<file path="src/rtl/int_ctrl_pkg.sv">
// int_ctrl_pkg: shared constants, register offsets and FSM encoding for the interrupt controller
package int_ctrl_pkg;
   localparam int NUM_SRC = 6;
   localparam logic [3:0] REG_EDGE    = 4'h0;
   localparam logic [3:0] REG_ENABLE  = 4'h4;
   localparam logic [3:0] REG_PENDING = 4'h8;
   localparam logic [3:0] REG_STATUS  = 4'hC;
   typedef enum logic [1:0] {
      ST_IDLE    = 2'd0,
      ST_ASSERT  = 2'd1,
      ST_SERVICE = 2'd2
   } state_t;
   function automatic logic [NUM_SRC-1:0] onehot(input logic [2:0] idx);
      return NUM_SRC'(1) << idx;
   endfunction
endpackage

</file>
<file path="src/rtl/int_ctrl_prio.sv">
// prio_enc6: fixed-priority encoder, lowest set bit wins
//   req   in  6-bit request vector
//   idx   out index of the lowest set request bit
//   valid out any request bit set
module prio_enc6 (
   input  logic [5:0] req,
   output logic [2:0] idx,
   output logic       valid
);
   always_comb begin
      valid = |req;
      idx   = req[0] ? 3'd0 :
              req[1] ? 3'd1 :
              req[2] ? 3'd2 :
              req[3] ? 3'd3 :
              req[4] ? 3'd4 : 3'd5;
   end
endmodule

</file>
<file path="src/rtl/int_ctrl.sv">
// int_ctrl: edge/level interrupt controller with fixed priority and a CP0 handshake
//   clk, reset   clock; asynchronous active-low reset
//   irq_src      raw peripheral interrupt lines
//   WE/addr/WD   bus write port (EDGE, ENABLE, PENDING w1c, STATUS ro)
//   RD           combinational bus read data selected by addr[3:2]
//   IntAck       CP0 took the interrupt; EXLclr handler finished (eret)
//   HWInt        registered one-hot request to CP0; busy = FSM not idle
module int_ctrl #(
   parameter int NUM_SRC = int_ctrl_pkg::NUM_SRC
) (
   input  logic               clk,
   input  logic               reset,
   input  logic [NUM_SRC-1:0] irq_src,
   input  logic               WE,
   input  logic [3:0]         addr,
   input  logic [31:0]        WD,
   output logic [31:0]        RD,
   input  logic               IntAck,
   input  logic               EXLclr,
   output logic [NUM_SRC-1:0] HWInt,
   output logic               busy
);
   import int_ctrl_pkg::*;
   logic [NUM_SRC-1:0] edge_q, edge_d, enable_q, enable_d, pending_q, pending_d;
   logic [NUM_SRC-1:0] prev_q, hwint_q, hwint_d, clr, set_edge;
   logic [2:0]         sel_q, sel_d, win_idx;
   logic               win_valid, wr_edge, wr_enable, wr_pending, ack;
   state_t             state_q, state_d;
   logic               unused_bits;
   assign unused_bits = ^{addr[1:0], WD[31:NUM_SRC]};
   prio_enc6 u_prio (
      .req   (pending_q & enable_q),
      .idx   (win_idx),
      .valid (win_valid)
   );
   always_comb begin
      wr_edge    = WE && addr[3:2] == REG_EDGE[3:2];
      wr_enable  = WE && addr[3:2] == REG_ENABLE[3:2];
      wr_pending = WE && addr[3:2] == REG_PENDING[3:2];
      ack        = state_q == ST_ASSERT && IntAck;
      edge_d     = wr_edge ? WD[NUM_SRC-1:0] : edge_q;
      enable_d   = wr_enable ? WD[NUM_SRC-1:0] : enable_q;
      // Acknowledge consumes the edge-latched request of the selected source.
      clr        = (wr_pending ? WD[NUM_SRC-1:0] : '0) | (ack ? onehot(sel_q) : '0);
      set_edge   = irq_src & ~prev_q;
      // Set beats clear in edge mode; level-mode bits simply mirror the line.
      pending_d  = (edge_q & (set_edge | (pending_q & ~clr))) | (~edge_q & irq_src);
   end
   always_comb begin
      state_d = state_q;
      sel_d   = sel_q;
      hwint_d = hwint_q;
      case (state_q)
         ST_IDLE: begin
            if (win_valid) begin
               state_d = ST_ASSERT;
               sel_d   = win_idx;
               hwint_d = onehot(win_idx);
            end
         end
         ST_ASSERT: begin
            // Ack wins over withdrawal; no preemption while asserting.
            if (IntAck) begin
               state_d = ST_SERVICE;
               hwint_d = '0;
            end else if (!(pending_q[sel_q] && enable_q[sel_q])) begin
               state_d = ST_IDLE;
               hwint_d = '0;
            end
         end
         ST_SERVICE: begin
            if (EXLclr) state_d = ST_IDLE;
         end
         default: begin
            state_d = ST_IDLE;
            hwint_d = '0;
         end
      endcase
   end
   always_ff @(posedge clk or negedge reset) begin
      if (!reset) begin
         edge_q    <= '0;
         enable_q  <= '0;
         pending_q <= '0;
         prev_q    <= '0;
         sel_q     <= '0;
         hwint_q   <= '0;
         state_q   <= ST_IDLE;
      end else begin
         edge_q    <= edge_d;
         enable_q  <= enable_d;
         pending_q <= pending_d;
         prev_q    <= irq_src;
         sel_q     <= sel_d;
         hwint_q   <= hwint_d;
         state_q   <= state_d;
      end
   end
   always_comb begin
      RD = addr[3:2] == REG_EDGE[3:2]    ? 32'(edge_q) :
           addr[3:2] == REG_ENABLE[3:2]  ? 32'(enable_q) :
           addr[3:2] == REG_PENDING[3:2] ? 32'(pending_q) :
                                           32'({state_q, 1'b0, sel_q});
   end
   assign HWInt = hwint_q;
   assign busy  = state_q != ST_IDLE;
endmodule

</file>
<file path="config.mk">
export PLATFORM = sky130hd
export DESIGN_NAME = int_ctrl
export DESIGN_NICKNAME = d
export VERILOG_FILES = /design/src/rtl/int_ctrl_pkg.sv /design/src/rtl/int_ctrl_prio.sv /design/src/rtl/int_ctrl.sv
export SDC_FILE = /design/constraint.sdc
export NUM_CORES = 1
export LEC_CHECK = 0
export CAP_MARGIN = 20
export CORE_ASPECT_RATIO = 2
export CORE_UTILIZATION = 40
export CTS_CLUSTER_SIZE = 16
export DETAILED_ROUTE_END_ITERATION = 8
export PLACE_DENSITY_LB_ADDON = 0.08
export SETUP_SLACK_MARGIN = 0.2
export SLEW_MARGIN = 20
export SYNTH_ARGS = -nofsm -noshare
export SYNTH_HDL_FRONTEND = slang
export SYNTH_SLANG_ARGS = --single-unit
</file>
<file path="constraint.sdc">
create_clock -name clk -period 2.15 [get_ports clk]
set_clock_uncertainty 0.2 [all_clocks]
set_input_delay 0.215 -clock clk [delete_from_list [all_inputs] [get_ports clk]]
set_output_delay 0.215 -clock clk [all_outputs]
set_load 0.01 [all_outputs]
</file>
== Word-level counts from Yosys, hierarchy flattened ==
Cells that the tools add are included.
Storage, ports and cells
  output and inout bits: 39
  input port bits: 47
  register bits after elaboration: 35
  word-level logic and storage cells: 64
Cells by class
  eq/ne operators: 7
  reduce and logical (&&, ||, !) cells: 12
  bitwise operators: 12
  shift operators: 2
  $lt $le $gt $ge: 1
  multiplexer cells: 23
Operator list (count)
  6-bit two-way mux: 8
  6-bit AND: 5
  6-bit inverter: 3
  6-bit bitwise OR: 3
  6-bit case mux with 3 select lines: 1
  3-bit two-way mux: 4
  1-bit by 3-bit << shifter with 6-bit output, first input constant: 2
  2-bit two-way mux: 4
  1-bit binary-select mux with 3-bit select: 2
  2-bit case mux with 3 select lines: 1
  3-bit AND reduction: 2
  6-bit OR reduction: 1
  1-bit logical AND: 5
  2-bit by 1-bit == test with 1-bit output, second input constant: 2
  2-bit == test, second input constant: 2
  2-bit logical NOT: 2
  3-bit by 4-bit less-than comparator with 1-bit output, second input constant: 1
  1-bit two-way mux: 3
  3-bit != test, second input constant: 1
  2-bit by 1-bit != test with 1-bit output, second input constant: 1
  2-bit != test, second input constant: 1
  2-bit AND reduction: 1
  2-bit nonzero test: 1
  1-bit inverter: 1

== Depth between registers and ports, before layout ==
Gate-level depths: netlist (run 1).
  depth in word-level cells: 9
  gate-level depth with buffers: 6
  gate-level depth less buffers: 4

== By module ==
A second synthesis (run 1) with hierarchy kept.
Unflattened totals
  cell total of the unflattened synthesis: 175
  area total of the unflattened synthesis: 1988.2 µm²
Modules (own cells, without submodules)
  int_ctrl: sequential area each 875.8 µm², times used 1, area each 1943.1 µm², cells each 167
  prio_enc6: sequential area each 0.0 µm², times used 1, area each 45.0 µm², cells each 8

== Worst setup path before layout (run 1) ==
Ideal clock, no wire load.
  path type: reg2reg
  start point: register sel_q[0]
  end point: register hwint_q[5] (netlist: HWInt[5])
  slack: 395 ps
  arrival time: 1430 ps
  setup time: 125 ps
  period minus slack after synthesis: 1755 ps
  cell stages (with the launch flop): 6
  required time: 1825 ps
  path through: dfrtp_1 -> buf_2 -> nand4_1 -> nand4_1 -> a211oi_2 -> mux2_4
On the way
  longest elaborated chain between the ends: 5
  elaborated cells between the ends (all ways): 7
  those cells by class: 1 x eq/ne; 4 x mux; 2 x reduce/logical
Ends and longest elaborated chain
  start, declared: line int_ctrl.sv:26  | logic [2:0] sel_q, sel_d, win_idx;
  start signal, assigned: line int_ctrl.sv:94  | sel_q <= sel_d;
  1-bit binary-select mux with 3-bit select: line int_ctrl.sv:66  | end else if (!(pending_q[sel_q] && enable_q[sel_q])) begin
  1-bit two-way mux (implied by the code): line int_ctrl.sv:66
  1-bit logical AND *: line int_ctrl.sv:66
  3-bit != test (no source line) *
  3-bit AND reduction (no source line) *
  end signal, assigned: line int_ctrl.sv:95  | hwint_q <= hwint_d;
  end, declared: line int_ctrl.sv:25  | logic [NUM_SRC-1:0] prev_q, hwint_q, hwint_d, clr, set_edge;
Every way passes the cells marked *; elsewhere a longest branch is shown, timed or not. The select of a mux whose other input is x is not followed.
A chain may end at the register's enable or synchronous reset.

== Final worst setup path (run 1) ==
  start point: register sel_q[1]
  end point: register hwint_q[5] (netlist: HWInt[5])
The elaborated chain is that of the path after synthesis.

==> metrics, run 1 <==
status complete, no violations; Slew @ Worst Pin 0.602 ns; LEAKAGE 1.05 nW; top cells by area, synth dfrtp_1 (46%), buf_4 (10%), mux2_2 (7.0%); distinct cell type count of the synthesized netlist 37; final setup TNS 0 ns; I/O pin cnt 86; worst endpoint required time 2.12 ns; Yosys top cell by area dfrtp_1; worst vdd ir 0.000653 V; most common flop cell mapped by yosys dfrtp_1; Crit Path Max Fanout 11; WL/cell 16.0 microns; CP Launch Type flop; routed wire length 4430 microns; final worst slack 0.221 ns; Final Hold Fails 0; initial antenna violation count 0; Sink Count 35; chip height 100 microns; first-pass GRT wire length 7090 microns; num rows 35; RSZ-0062 raised after global routing yes; Arr. time, crit path 1.90 ns; number of I/O port buffers 31; crit share post-route 89.7%; Placer Congestion 0.911; Core ar. 4600 sq um; worst skew pair latency 0.28 ns; Pwr Total 2.47 mW; clock slew seen by the registers of the worst setup and hold paths 0.07 ns; Async S/R FF share, synth 100%; pre-CTS setup slack -0.130 ns; Pwr Density 1050 nW/um^2; Max-Cap Viols 0; DP HPWL 3350 microns; global route total overflow 0; CP Class reg2reg; dpl cells 266; cell chosen for the clock root clkbuf_8; number of synthesized register bits 35; Fmax achieved 0.518 GHz; First DRT Iteration DRCs 36; Avg Synthesized Cell Area 10.8 sq um; TritonCTS clock tree built; hold crit path type in2async; min cycle time layout 1.93 ns; ANT cells 0; vias in the first global route 1474; area delta synth->final 22.9%; EDFF count, synth 0; Total GRT Usage 18.9%; most frequent cells in the layout dfrtp_1 (33), conb_1 (26), clkdlybuf4s50_1 (24); Syn Inst Count 178; Vias 1433; relative max-transition margin 59.5%; layout cell share with drive strength beyond 1 21.2%; Worst setup EP type flop; Final setup viols 0; first drt pass iteration count 4; Synth Cell Area 1920 sq um; layout net count 268; Starting Density 41.8%; total CTS buffers 5; die area 5100 sq um; commonest non-fill, non-tap cell in the layout dfrtp_1; top cell type's share of synthesized area 45.6%; Non-Filler Instances 277; sequential element share of the synthesized area 45.6%; Post-route DRC 0; CTS HTree Levels 2; Pins Over Slew Limit 0; DRT antenna net count 0; Yosys warnings 0; CTS Buffer Depth 2; vias per cell 5.17; die width 51.0 microns; hold slack 0.149 ns; largest net degree at the start of global routing 36
==> routing by layer <==
metal | global-route usage [%] | part of all wire, % | wire length (microns)
met3 | 3.94 | 3.2 | 143
met2 | 34.0 | 57 | 2510
met4 | 7.48 | 2.5 | 112
met5 | 0 | 0 | 0
met1 | 20.7 | 38 | 1660
==> cells in the mapped netlist, drive strengths merged, types with 3 or more instances <==
cell type	n
nand3b	4
dfrtp	35
a22o	4
mux2	13
mux4	5
o22ai	4
buf	30
nor3	3
a21oi	3
nand3	9
inv	6
nand2	22
nor2	5
o21ai	6
a221oi	3
a21o	3
==> timing repair <==
item                       in CTS  in global routing
gates resized for setup        21                  4
pin swaps                       1                  0
setup endpoints to repair       8                  7
setup buffers                   2                  1
hold buffers                    0                  0
==> power by group <==
part	internal [mW]	switching (mW)	leakage, nW
combinational	0.476	0.448	0.573
sequential	0.819	0.210	0.423
clock	0.292	0.229	0.0515
total	1.59	0.888	1.05
==> worst max-delay path: stages, from the launching register on <==
cell and delay [ns]:
dfrtp_2 0.49, or4bb_1 0.52, nand4_1 0.17, a211oi_4 0.12
mux2_4 0.31
==> kinds of logic (layout without fill, tap and decap cells) <==
family / count (synthesis) / after routing / synth area share, %
and+or+nand+nor: 56 / 56 / 15.4
buffers and inverters: 37 / 56 / 12.6
DFF: 35 / 35 / 45.6
AOI/OAI and AO/OA: 30 / 30 / 12.0
muxes: 19 / 19 / 14.2
other: 1 / 26 / 0.195
==> layout make-up <==
cell class,count,area (sq um)
Inverter,6,22.5
Timing Repair Buffer,42,384
Tap cell,55,68.8
Multi-Input combinational cell,131,907
Clock buffer,8,100
Fill cell,447,2240
Sequential cell,35,878
==> state kept, by name, indices dropped and copies added (netlist names) <==
signal	count
HWInt	6
sel_q	3
prev_q	6
pending_q	6
enable_q	6
edge_q	6
state_q	2
==> final timing paths <==
| path | from | end | slack (ns) | cells after the start |
|---|---|---|---|---|
| max | sel_q[1]$_DFFE_PN0P_ | HWInt[5]$_DFFE_PN0P_ | 0.22 | 4 |
| min | reset | prev_q[0]$_DFF_PN0_ | 0.15 | 2 |
| max reg2reg | sel_q[1]$_DFFE_PN0P_ | HWInt[5]$_DFFE_PN0P_ | 0.22 | 4 |
| min reg2reg | HWInt[0]$_DFFE_PN0P_ | HWInt[0]$_DFFE_PN0P_ | 0.33 | 2 |
| max in group asynchronous | reset | sel_q[1]$_DFFE_PN0P_ | 1.26 | 2 |
| min in group clk | irq_src[0] | prev_q[0]$_DFF_PN0_ | 0.19 | 1 |
==> metrics by stage <==
step / util (%) / area, sq um
2_1_floorplan: - / 2010
3_3_place_gp: 48.6 / 2230
3_5_place_dp: 48.6 / 2230
4_1_cts: 51.1 / 2350
5_1_grt: 51.3 / 2360
6_report: 51.3 / 2360
Note: power is estimated with default switching activity, not from simulation.
==> run 2: changes to the inputs <==
--- a/config.mk
+++ b/config.mk
@@ -11,6 +11,7 @@
 export CTS_CLUSTER_SIZE = 16
 export DETAILED_ROUTE_END_ITERATION = 8
 export PLACE_DENSITY_LB_ADDON = 0.08
+export REMOVE_ABC_BUFFERS = 1
 export SETUP_SLACK_MARGIN = 0.2
 export SLEW_MARGIN = 20
 export SYNTH_ARGS = -nofsm -noshare
==> run 2 against run 1 <==
  * Via count is 0.91% higher
  * Count of clock-buffer cells in the layout stayed put
  * Power is 1.9% higher
  * Sequential power hardly changed
  * Register-to-register slack hardly changed
==> metrics, run 2 (synthesis results as in run 1) <==
Starting Density 41.8%; Total GRT Usage 18.6%; CP Class reg2out; part of the power in registers 41.0%; DRT antenna net count 0; Placer Congestion 0.857; crit share post-route 89.5%; LEAKAGE 1.06 nW; first-pass GRT wire length 6960 microns; CTS HTree Levels 2; vias per cell 5.16; number of I/O port buffers 31; DP HPWL 3340 microns; die width 51.0 microns; num rows 35; pre-CTS setup slack -0.134 ns; Comb power frac 38.4%; CTS Buffer Depth 2; Max stage delay on crit path 0.46 ns; delay-heaviest family, CP multiplexers; largest net degree at the start of global routing 36; WL/cell 15.7 microns; final setup TNS 0 ns; P_sw 899 uW; TritonCTS clock tree built; design area 2390 sq um; routed wire length 4390 microns; layout cell share with drive strength beyond 1 23.1%; Core ar. 4600 sq um; Final Hold Fails 0; vias in the first global route 1407; Sink Count 35; total CTS buffers 5; crit-path cells buf_4, mux4_2, buf_2; CP Launch Type flop; Pwr Density 1050 nW/um^2; worst skew pair latency 0.28 ns; Crit Path Max Fanout 7; worst endpoint required time 1.74 ns; commonest non-fill, non-tap cell in the layout dfrtp_1; Final setup viols 0; critical path's slowest cell mux4_2; Clock power frac 20.5%; most frequent cells in the layout dfrtp_1 (31), conb_1 (26), clkdlybuf4s50_1 (23); Post-route DRC 0; worst vdd ir 0.000618 V; status complete, no violations; initial antenna violation count 0; Max-Cap Viols 0; Pins Over Slew Limit 0; fillers 422; Non-Filler Instances 280; clock slew seen by the registers of the worst setup and hold paths 0.07 ns; area delta synth->final 24.6%; final worst slack 0.227 ns; global route total overflow 0; min cycle time layout 1.92 ns; chip height 100 microns; layout net count 271; hold crit path type in2async; worst path bufs/invs 2; Pwr Total 2.52 mW; Fmax achieved 0.520 GHz; die area 5100 sq um; first drt pass iteration count 4; dpl cells 267; RSZ-0062 raised after global routing yes; First DRT Iteration DRCs 22; Net Sw Frac 35.6%; I/O pin cnt 86; internal power 1.62 mW; ANT cells 0; Arr. time, crit path 1.51 ns; Vias 1446; Worst setup EP type output pin; DP Area 2240 sq um; cell chosen for the clock root clkbuf_8
-- run 2: cell count changes in the layout (fill, tap and decap cells not counted) --
cell and change:
buf_4 +2, dfrtp_1 -2, dfrtp_2 +2, buf_6 +1
clkdlybuf4s50_1 -1, dlygate4sd2_1 +1, nor2_2 -1, nor2_4 +1
-- run 2: area by class of cell --
| cell class | count | area, sq um | area share [%] |
|---|---|---|---|
| clock buffer | 8 | 100 | 4.18 |
| timing repair buffer | 45 | 409 | 17.1 |
| sequential | 35 | 881 | 36.8 |
| multi-input combinational | 131 | 912 | 38.1 |
| inverter | 6 | 22.5 | 0.941 |
| tap | 55 | 68.8 | 2.88 |
-- run 2: per-stage QoR --
stage	hold WS [ns]	util (%)
after floorplan	-0.281	-
after global placement	0.297	48.8
after detailed placement	0.305	48.8
after CTS	0.166	51.2
after global routing	0.196	52.1
final	0.148	52.1
-- run 2: final timing paths --
kind | from | to | slack, ns | cells after the start
max | sel_q[1]$_DFFE_PN0P_ | RD[1] | 0.23 | 3
min | reset | prev_q[2]$_DFF_PN0_ | 0.15 | 2
max reg2reg | sel_q[0]$_DFFE_PN0P_ | HWInt[5]$_DFFE_PN0P_ | 0.23 | 4
min reg2reg | HWInt[5]$_DFFE_PN0P_ | HWInt[5]$_DFFE_PN0P_ | 0.31 | 1
max in group asynchronous | reset | state_q[1]$_DFFE_PN0P_ | 1.25 | 2
min in group clk | irq_src[2] | prev_q[2]$_DFF_PN0_ | 0.20 | 1
-- run 2: power groups by stage --
stage	clock network, mW	registers, mW	logic (mW)
after global routing	0.560	1.06	1.06
after CTS	0.536	1.03	0.917
after detailed placement	0	1.03	0.921
after global placement	0	1.02	0.905
final	0.518	1.03	0.968
after floorplan	0	0.992	0.511
-- run 2: per-layer routing --
metal / part of all wire (%) / wire length [microns] / track usage (%) / vias up
met5: 0 / 0 / 0 / -
met4: 4.7 / 205 / 11.3 / 0
met3: 3.8 / 169 / 3.18 / 19
met2: 56 / 2440 / 33.4 / 51
met1: 36 / 1570 / 19.3 / 691
li1: - / - / - / 685
-- run 2: timing repair --
item | in CTS | in global routing
buffers inserted | 2 | 3
pin swaps | 1 | 1
cloned | 0 | 0
resized for setup | 21 | 9
endpoints found under the setup margin | 8 | 6
hold buffers | 0 | 0
==> run 3: changes to the inputs <==
--- a/config.mk
+++ b/config.mk
@@ -5,9 +5,12 @@
 export SDC_FILE = /design/constraint.sdc
 export NUM_CORES = 1
 export LEC_CHECK = 0
+export ABC_AREA = 0
 export CAP_MARGIN = 20
+export CELL_PAD_IN_SITES_DETAIL_PLACEMENT = 1
+export CELL_PAD_IN_SITES_GLOBAL_PLACEMENT = 1
 export CORE_ASPECT_RATIO = 2
-export CORE_UTILIZATION = 40
+export CORE_UTILIZATION = 31
 export CTS_CLUSTER_SIZE = 16
 export DETAILED_ROUTE_END_ITERATION = 8
 export PLACE_DENSITY_LB_ADDON = 0.08
==> run 3 against run 2 <==
  * The run now ends with DRC left
  * Utilization shrank 9.9 points
  * Sequential share of layout area shrank 2.1 points
  * Maximum frequency decreased by 0.25%
  * Final cell count increased by 4.6%
  * Register-to-register slack about the same
  * Critical path type is now reg2reg
  * Sequential power about the same
  * First-iteration DRC count down 4.5%
  * Power grew 19%
  * Worst hold slack improved by 0.014 ns
  * Cell area grew 5.7%
  * Combinational power up 18%
  * Count of clock-buffer cells in the layout is 2 lower
==> metrics, run 3 (synthesis results as in run 1) <==
crit-path cells a22o_1, o41ai_4, a211oi_4, mux2_4; min cycle time layout 1.93 ns; pre-CTS setup slack -0.147 ns; CTS HTree Levels 2; reg2reg setup slack 0.22 ns; DRT met1 WL 1830 microns; Core ar. 6010 sq um; Fmax achieved 0.519 GHz; WL/cell 16.9 microns; RSZ-0062 raised after global routing yes; DP HPWL 3800 microns; Pins Over Slew Limit 0; status finished, violations left; First DRT Iteration DRCs 21; routed wire length 4950 microns; layout cell share with drive strength beyond 1 26.1%; hold buffers post-CTS 0; global route total overflow 0; vias per cell 5.03; ANT cells 0; first-pass GRT wire length 8130 microns; crit share post-route 89.7%; Sink Count 35; Final setup viols 0; number of I/O port buffers 31; Pwr Total 3.01 mW; clock slew seen by the registers of the worst setup and hold paths 0.05 ns; die width 57.7 microns; Max stage delay on crit path 0.45 ns; r2r startpoint enable_q[3]$_DFFE_PN0P_; fillers 678; Pwr Density 1190 nW/um^2; delay-heaviest family, CP compound AO/OA/AOI/OAI gates; CTS Buffer Depth 2; largest net degree at the start of global routing 36; met3 routed WL 143 microns; Placer Congestion 0.727; worst endpoint required time 2.11 ns; CP Launch Type flop; Crit Path Max Fanout 6; Max-Cap Viols 0; failing checks DRC; Top Layer Used met4; LEAKAGE 1.12 nW; final worst slack 0.222 ns; worst path bufs/invs 0; Post-route DRC 1; TritonCTS clock tree built; cell chosen for the clock root clkbuf_16; Arr. time, crit path 1.89 ns; CP Class reg2reg; Worst setup EP type flop; Starting Density 32.0%; area of the multi-input gates 941 sq um; worst vdd ir 0.000479 V; I/O pin cnt 86; Seq. cell area 878 sq um; layout net count 276; die area 6530 sq um; most frequent cells in the layout dfrtp_1 (33), conb_1 (26), clkdlybuf4s50_1 (25); total CTS buffers 5; critical path's slowest cell dfrtp_1; Vias 1475; vias in the first global route 1604; Total GRT Usage 16.7%; num rows 40; commonest non-fill, non-tap cell in the layout dfrtp_1; chip height 113 microns; Met2 Wirelength 2830 microns; first drt pass iteration count 6; initial antenna violation count 0; worst skew pair latency 0.28 ns; area delta synth->final 31.7%; path depth of the worst reg2reg path 4; worst r2r dst HWInt[5]$_DFFE_PN0P_; DRT antenna net count 0; Final Hold Fails 0; hold crit path type in2async
run 3: what timing repair did:
item	4_1_cts	5_1_grt
pin swaps	2	1
setup buffers	6	3
setup endpoints to repair	8	10
resized for setup	26	6
run 3: metal layers:
| metal | global-route usage, % | vias to the layer above |
|---|---|---|
| met2 | 31.1 | 34 |
| met3 | 3.09 | 10 |
| met4 | 7.62 | 0 |
| met5 | 0 | - |
| li1 | - | 692 |
| met1 | 17.3 | 739 |
run 3: area by class of cell:
type / count / area share, %
repair buffers: 50 / 17.2
multi-input cells: 131 / 37.2
clock inverters: 2 / 1.38
flip-flops and latches: 35 / 34.7
well taps: 63 / 3.12
clock buffers: 6 / 5.49
inverters: 6 / 0.890
run 3: where the power goes:
group          switching [mW]  internal (mW)  leakage, nW
registers               0.198          0.820        0.422
clock network           0.276          0.576       0.0868
logic                   0.532          0.609        0.614
run 3: through the flow:
stage	setup TNS, ns	hold slack [ns]	area (sq um)	instances	util, %
after floorplan	0	-0.281	1800	172	-
after global placement	-0.572	0.296	2260	276	37.6
after detailed placement	-0.595	0.301	2260	276	37.6
after CTS	0	0.181	2490	290	41.5
after global routing	0	0.204	2530	293	42.1
final	0	0.163	2530	293	42.1
run 3: worst reg2reg max path, cell delays in order, from the launching register on:
cell	delay, ns
dfrtp_1	0.45
a22o_1	0.36
o41ai_4	0.41
a211oi_4	0.08
mux2_4	0.31
run 3: worst max-delay path by stage:
stage / startpoint / end / slack (ns) / cells past startpoint
3_3_place_gp: addr[2] / RD[0] / -0.13 / 4
3_5_place_dp: addr[2] / RD[2] / -0.15 / 4
5_1_grt: sel_q[0]$_DFFE_PN0P_ / HWInt[5]$_DFFE_PN0P_ / 0.17 / 5
6_report: enable_q[3]$_DFFE_PN0P_ / HWInt[5]$_DFFE_PN0P_ / 0.22 / 4
2_1_floorplan: sel_q[0]$_DFFE_PN0P_ / HWInt[5]$_DFFE_PN0P_ / 0.33 / 4
4_1_cts: state_q[0]$_DFFE_PN0P_ / RD[4] / 0.21 / 2
